**src/rtl/program_counter.sv**
```systemverilog
// program_counter -- fetch-address generator with BOOT/RUN/HALT control.
//
// Ports:
//   clk              single clock, rising-edge
//   rst              synchronous active-high reset (forces BOOT)
//   stall            hold pc, state and retired_count for the cycle
//   next_pc_src      00 = pc+4, 01 = pc+imm, 10 = (rs1_data+imm)&~1, 11 = pc+4
//   imm              sign-extended immediate from decode
//   rs1_data         rs1 value used by JALR
//   halt_req         ECALL/EBREAK in the current instruction
//   pc               current fetch address
//   pc_plus4         combinational pc+4 (link value)
//   fetch_valid      instruction at pc executes this cycle (RUN only)
//   halted           high in HALT
//   misaligned_fault sticky flag: a selected target was not word aligned
//   retired_count    number of completed instructions (wraps silently)
module program_counter #(
  parameter logic [31:0] RESET_PC = 32'h0000_0000
) (
  input  logic        clk,
  input  logic        rst,
  input  logic        stall,
  input  logic [1:0]  next_pc_src,
  input  logic [31:0] imm,
  input  logic [31:0] rs1_data,
  input  logic        halt_req,
  output logic [31:0] pc,
  output logic [31:0] pc_plus4,
  output logic        fetch_valid,
  output logic        halted,
  output logic        misaligned_fault,
  output logic [31:0] retired_count
);

  typedef enum logic [1:0] {
    BOOT = 2'd0,
    RUN  = 2'd1,
    HALT = 2'd2
  } state_t;

  state_t      state, state_nxt;
  logic [31:0] pc_nxt;
  logic [31:0] count_nxt;
  logic        fault_nxt;
  logic [31:0] target;
  logic        target_misaligned;

  assign pc_plus4 = pc + 32'd4;

  // Target selection; JALR clears bit0 so only bit1 can fault there.
  always_comb begin
    target = pc_plus4;
    unique case (next_pc_src)
      2'b01:   target = pc + imm;
      2'b10:   target = (rs1_data + imm) & 32'hFFFF_FFFE;
      default: target = pc_plus4;
    endcase
  end

  assign target_misaligned = (target[1:0] != 2'b00);

  // State and data registers.
  always_ff @(posedge clk) begin
    if (rst) begin
      state            <= BOOT;
      pc               <= RESET_PC;
      retired_count    <= '0;
      misaligned_fault <= 1'b0;
    end else begin
      state            <= state_nxt;
      pc               <= pc_nxt;
      retired_count    <= count_nxt;
      misaligned_fault <= fault_nxt;
    end
  end

  // Next-state logic: in RUN, priority is stall > halt_req > misaligned > advance.
  always_comb begin
    state_nxt = state;
    pc_nxt    = pc;
    count_nxt = retired_count;
    fault_nxt = misaligned_fault;
    unique case (state)
      BOOT: state_nxt = RUN;
      RUN: begin
        if (stall) begin
          state_nxt = RUN;
        end else if (halt_req) begin
          state_nxt = HALT;
          count_nxt = retired_count + 32'd1;
        end else if (target_misaligned) begin
          state_nxt = HALT;
          fault_nxt = 1'b1;
        end else begin
          pc_nxt    = target;
          count_nxt = retired_count + 32'd1;
        end
      end
      HALT:    state_nxt = HALT;
      default: state_nxt = BOOT;
    endcase
  end

  // Outputs decoded from state.
  always_comb begin
    fetch_valid = 1'b0;
    halted      = 1'b0;
    unique case (state)
      RUN:     fetch_valid = 1'b1;
      HALT:    halted      = 1'b1;
      default: ;
    endcase
  end

endmodule

```
**config.mk**
```make
export PLATFORM = sky130hd
export DESIGN_NAME = program_counter
export DESIGN_NICKNAME = d
export VERILOG_FILES = /design/src/rtl/program_counter.sv
export SDC_FILE = /design/constraint.sdc
export NUM_CORES = 1
export LEC_CHECK = 0
export CAP_MARGIN = 20
export CORE_MARGIN = 1
export CORE_UTILIZATION = 45
export CTS_BUF_LIST = sky130_fd_sc_hd__clkbuf_8
export DETAILED_ROUTE_END_ITERATION = 16
export GPL_ROUTABILITY_DRIVEN = 0
export PLACE_DENSITY = 0.73
export SLEW_MARGIN = 30
export SYNTH_ARGS = -nofsm -noshare
export SYNTH_HDL_FRONTEND = slang
export SYNTH_SLANG_ARGS = --single-unit
```
**constraint.sdc**
```tcl
create_clock -name clk -period 9.1 [get_ports clk]
set_clock_uncertainty 0.05 [all_clocks]
set_input_delay 1.365 -clock clk [delete_from_list [all_inputs] [get_ports clk]]
set_output_delay 1.365 -clock clk [all_outputs]
set_load 0.02 [all_outputs]
```
; Word level (Yosys, flattened, before mapping)
; Index checks and enable logic that the tools add are counted.
[op_classes]
n_eq_ne = 6
n_mux = 9
n_reduce_logical = 5
add_sub_neg = 4
bitwise = 3
[ops]
columns = cell, count
row1 = 32-bit adder, 2
row2 = 32-bit 2-to-1 mux, 2
row3 = 32-bit one-hot mux with 2 select lines, 1
row4 = "32-bit by 1-bit adder with 32-bit output, second input constant", 1
row5 = "32-bit by 3-bit adder with 32-bit output, second input constant", 1
row6 = 4-bit AND reduction, 2
row7 = 2-bit 2-to-1 mux, 3
row8 = 2-bit one-hot mux with 3 select lines, 1
row9 = "2-bit by 1-bit equality test with 1-bit output, second input constant", 2
row10 = "2-bit equality test, second input constant", 2
row11 = "4-bit inequality test, second input constant", 1
row12 = 1-bit NOT, 3
row13 = 3-bit AND reduction, 1
row14 = 2-bit logical NOT, 1
row15 = 1-bit 2-to-1 mux, 2
row16 = "2-bit inequality test, second input constant", 1
row17 = 2-bit nonzero test, 1
[word_totals]
register_bits = 67
out_inout_bits = 99
wordCells = 31

; Longest topological paths before layout
[logic_depth]
word_depth = 7
depth_mapped = 12

; Worst setup path before layout
; Ideal clock, no wire load.
[synth_timing]
path_kind = input-to-reg
start = input imm[0]
end = register retired_count[24]
setup_time_ps = 128
t_arrival_ps = 3772
path_stages = 12
setup_slack_ps = 5150
path_cell_list = ha_1 > inv_1 > fa_1 > nand2b_1 > a221o_1 > a31oi_4 > nand3_1 > or3_4 > nor3_4 > nand3_1 > xor2_1 > nor2_1
[synth_via]
elab_chain_cells = 5
word_cells_on_any_way = 6
[synth_lines]
columns = item, line
row1 = start: declaration, 24  ; input logic [31:0] imm,
row2 = 32-bit adder (on tied branches), "54, 55"
row3 = 32-bit one-hot mux with 2 select lines *, 53  ; unique case (next_pc_src)
row4 = 2-bit nonzero test *, 60  ; assign target_misaligned = (target[1:0] != 2'b00);
row5 = 2-bit inequality test (no line) *, n/a
row6 = 3-bit AND reduction (no line) *, n/a
row7 = end signal: assignment, 72  ; retired_count <= count_nxt;
row8 = end: declaration, 32  ; output logic [31:0] retired_count
; Mark *: on every way between the ends. The rest lies on a longest branch, timed or not.
; A chain may end at the register's enable or synchronous reset.

; Worst setup path after layout
[layout_timing]
start = register pc[13]
end = output pc_plus4[31]
[layout_via]
elab_chain_cells = 1
[layout_lines]
columns = item, line
row1 = start: declaration, 27  ; output logic [31:0] pc,
row2 = start signal: assignment, 71  ; pc <= pc_nxt;
row3 = 32-bit by 3-bit adder with 32-bit output, 48  ; assign pc_plus4 = pc + 32'd4;
row4 = end: declaration, 28  ; output logic [31:0] pc_plus4,
; No other way between the ends.

==> impl_metrics.json <==
{
  "slowest_delay_ns": 0.63,
  "finalHoldViolations": 0,
  "synth.distinct_cells": 70,
  "grt_pass1_wl_um": 36400,
  "power.leakage_uw": 0.00371,
  "synth-seq-cells": 67,
  "cp_max_fo": 8,
  "ys.warnings.count": 0,
  "crit_chain": "nand4_1 > nor4_1 > and2_1 > nand2_1 > or2_2 > nor3_1 > xor2_1 > clkdlybuf4s50_1",
  "ys_seq_area_share_pct": 18.6,
  "antenna_found_initial": 0,
  "cp-end-kind": "output port",
  "synth_area_leader_cell": "dfxtp_1",
  "cts.sinks": 67,
  "clk_transition_reported_paths_ns": 0.08,
  "start_util_pct": 46.7,
  "power_uw": 926,
  "synth_flop_cell": "dfxtp_1",
  "die_w_um": 128,
  "cts-resized-gates": 0,
  "rsz0062_at_grt": "false",
  "first_iter_violations": 730,
  "mappedNetlistNets": 1113,
  "fillers": 1472,
  "grt_pass1_vias": 7091,
  "drtAntennaViolNets": 0,
  "finalNetCount": 1249,
  "cts_buffers": 9,
  "drive_above_1_share_pct": 3.85,
  "diodes": 0,
  "drt-total-wl_um": 23100,
  "vdd_drop_max_v": 0.0000813,
  "syn_inst": 976,
  "fin_crit_ns": 4.91,
  "layout_common_cells": "167 x clkdlybuf4s50_1, 103 x nor2_1, 92 x a21oi_1, 79 x nand2_1, 67 x dfxtp_1",
  "worst_ep_required_time_ns": 7.69,
  "synth.area.top_cells": "dfxtp_1 19%, ha_1 11%, xor2_1 6.6%, a21oi_1 6.4%, xnor2_1 6.3%",
  "overflow": 0,
  "hold_buffers": 0,
  "min_path_type": "reg2reg",
  "maxClockFrequency_mhz": 204,
  "clockBufferDepth": 2,
  "root_buffer": "clkbuf_8",
  "ios": 169,
  "drv_cap": 0,
  "slew_viol_final": 0,
  "die-area_um2": 16500,
  "arrival_ns": 3.50,
  "hpwl_um": 17900,
  "status": "completed",
  "synth_top_area_share_pct": 18.6,
  "rows": 45,
  "placed_cells": 1312,
  "worstMarginPinSlew_ns": 0.702,
  "portBuffers": 168,
  "fin_cells": 1328,
  "final_common_cell": "clkdlybuf4s50_1",
  "ys_async_sr_fraction_pct": 0,
  "die_h_um": 128,
  "core_area_um2": 15400,
  "setup.worst_path.start_class": "flip-flop",
  "htreeDepth": 3,
  "syn_area_per_cell_um2": 7.37,
  "vias": 7854,
  "vias_per_cell": 5.91,
  "wire_per_inst_um": 17.4,
  "syn-cell-area_um2": 7200,
  "period_share_pct": 54.0,
  "setup_violations": 0,
  "critical_path.slowest_cell": "clkdlybuf4s50_1",
  "maxSlewHeadroom_pct": 53.2,
  "dr.pass1.iters": 5,
  "cts_tree": "done",
  "powerDensity_nw_per_um2": 100,
  "finalSetupTns_ns": 0,
  "grt_start_max_net_pins": 66,
  "synth_edf_count": 0,
  "post_cts_buffers": 0,
  "drc_errors": 0,
  "grt_usage_pct": 27.7,
  "crit_type": "reg2out",
  "syn2layout_area_growth_pct": 28.3,
  "clk_latency_ns": 0.35
}
[cell type report]
| cell class | instances | area (µm²) | share of cell area, % |
|---|---|---|---|
| clock buffer | 10 | 138 | 1.49 |
| clock inverter | 6 | 113 | 1.22 |
| inverter | 34 | 128 | 1.38 |
| multi-input combinational | 826 | 5530 | 59.9 |
| sequential | 67 | 1340 | 14.5 |
| tap | 211 | 264 | 2.86 |
| timing repair buffer | 174 | 1720 | 18.6 |
[critical path, delay by kind of cell (launching register included)]
kind                   cells  cell delay, ns
AND/OR/NAND/NOR            6            1.78
buffers and inverters      1            0.63
flip-flops                 1            0.54
XOR/XNOR                   1            0.21
[per-layer routing]
layer,track usage [%],wire length (µm)
met4,10.4,745
met3,3.12,1570
met2,47.2,10800
met1,36.0,10000
met5,0,0
[state kept, by name (all words and copies together) (netlist names)]
register / flops
misaligned_fault: 1
pc: 32
retired_count: 32
state: 2
[power breakdown]
part	leakage (µW)	internal [µW]	total (µW)	switching [µW]
clock network	0.000126	190	310	120
logic	0.00304	133	309	176
registers	0.000541	298	307	9.11
[path summary, 6_finish.rpt]
path                                 startpoint                        endpoint  slack, ns  cells past startpoint
setup / recovery            pc[13]$_SDFFE_PP0P_                    pc_plus4[31]       4.19                      8
hold / removal    misaligned_fault$_SDFFE_PP0P_   misaligned_fault$_SDFFE_PP0P_       0.46                      2
setup reg to reg             pc[0]$_SDFFE_PP0P_  retired_count[26]$_SDFFE_PP0P_       5.77                     12
hold reg to reg   misaligned_fault$_SDFFE_PP0P_   misaligned_fault$_SDFFE_PP0P_       0.46                      2
[cells in the mapped netlist (all sizes together), types with 12 or more instances]
cell and number:
nor2 103, a21oi 92, nand2 79, dfxtp 67, ha 65, xor2 54
o21ai 52, xnor2 52, clkbuf 41, nand3 41, inv 34, a21o 32
nor3 27, nand4 24, and3 19, a221oi 16, a31oi 15, nand2b 12
[kinds of logic (layout without fill, tap and decap cells)]
| kind of cell | count (synthesis) | in the layout | synth area share, % |
|---|---|---|---|
| simple gates | 349 | 349 | 23.9 |
| compound gates | 298 | 298 | 27.3 |
| xor+xnor | 106 | 106 | 12.9 |
| buf+inv | 83 | 224 | 4.54 |
| fa+ha+maj | 67 | 67 | 11.9 |
| flops | 67 | 67 | 18.6 |
| mux | 6 | 6 | 0.852 |
[per-stage QoR]
step	setup slack [ns]	hold WS (ns)	cell area [µm²]	util (%)
after CTS	4.22	0.467	9230	59.9
after detailed placement	4.08	0.444	8980	58.2
after global placement	4.15	0.443	8980	58.2
final	4.19	0.464	9230	59.9
after global routing	3.99	0.486	9230	59.9
after floorplan	5.15	0.450	7200	-
Power figures use the tool's default switching activity.
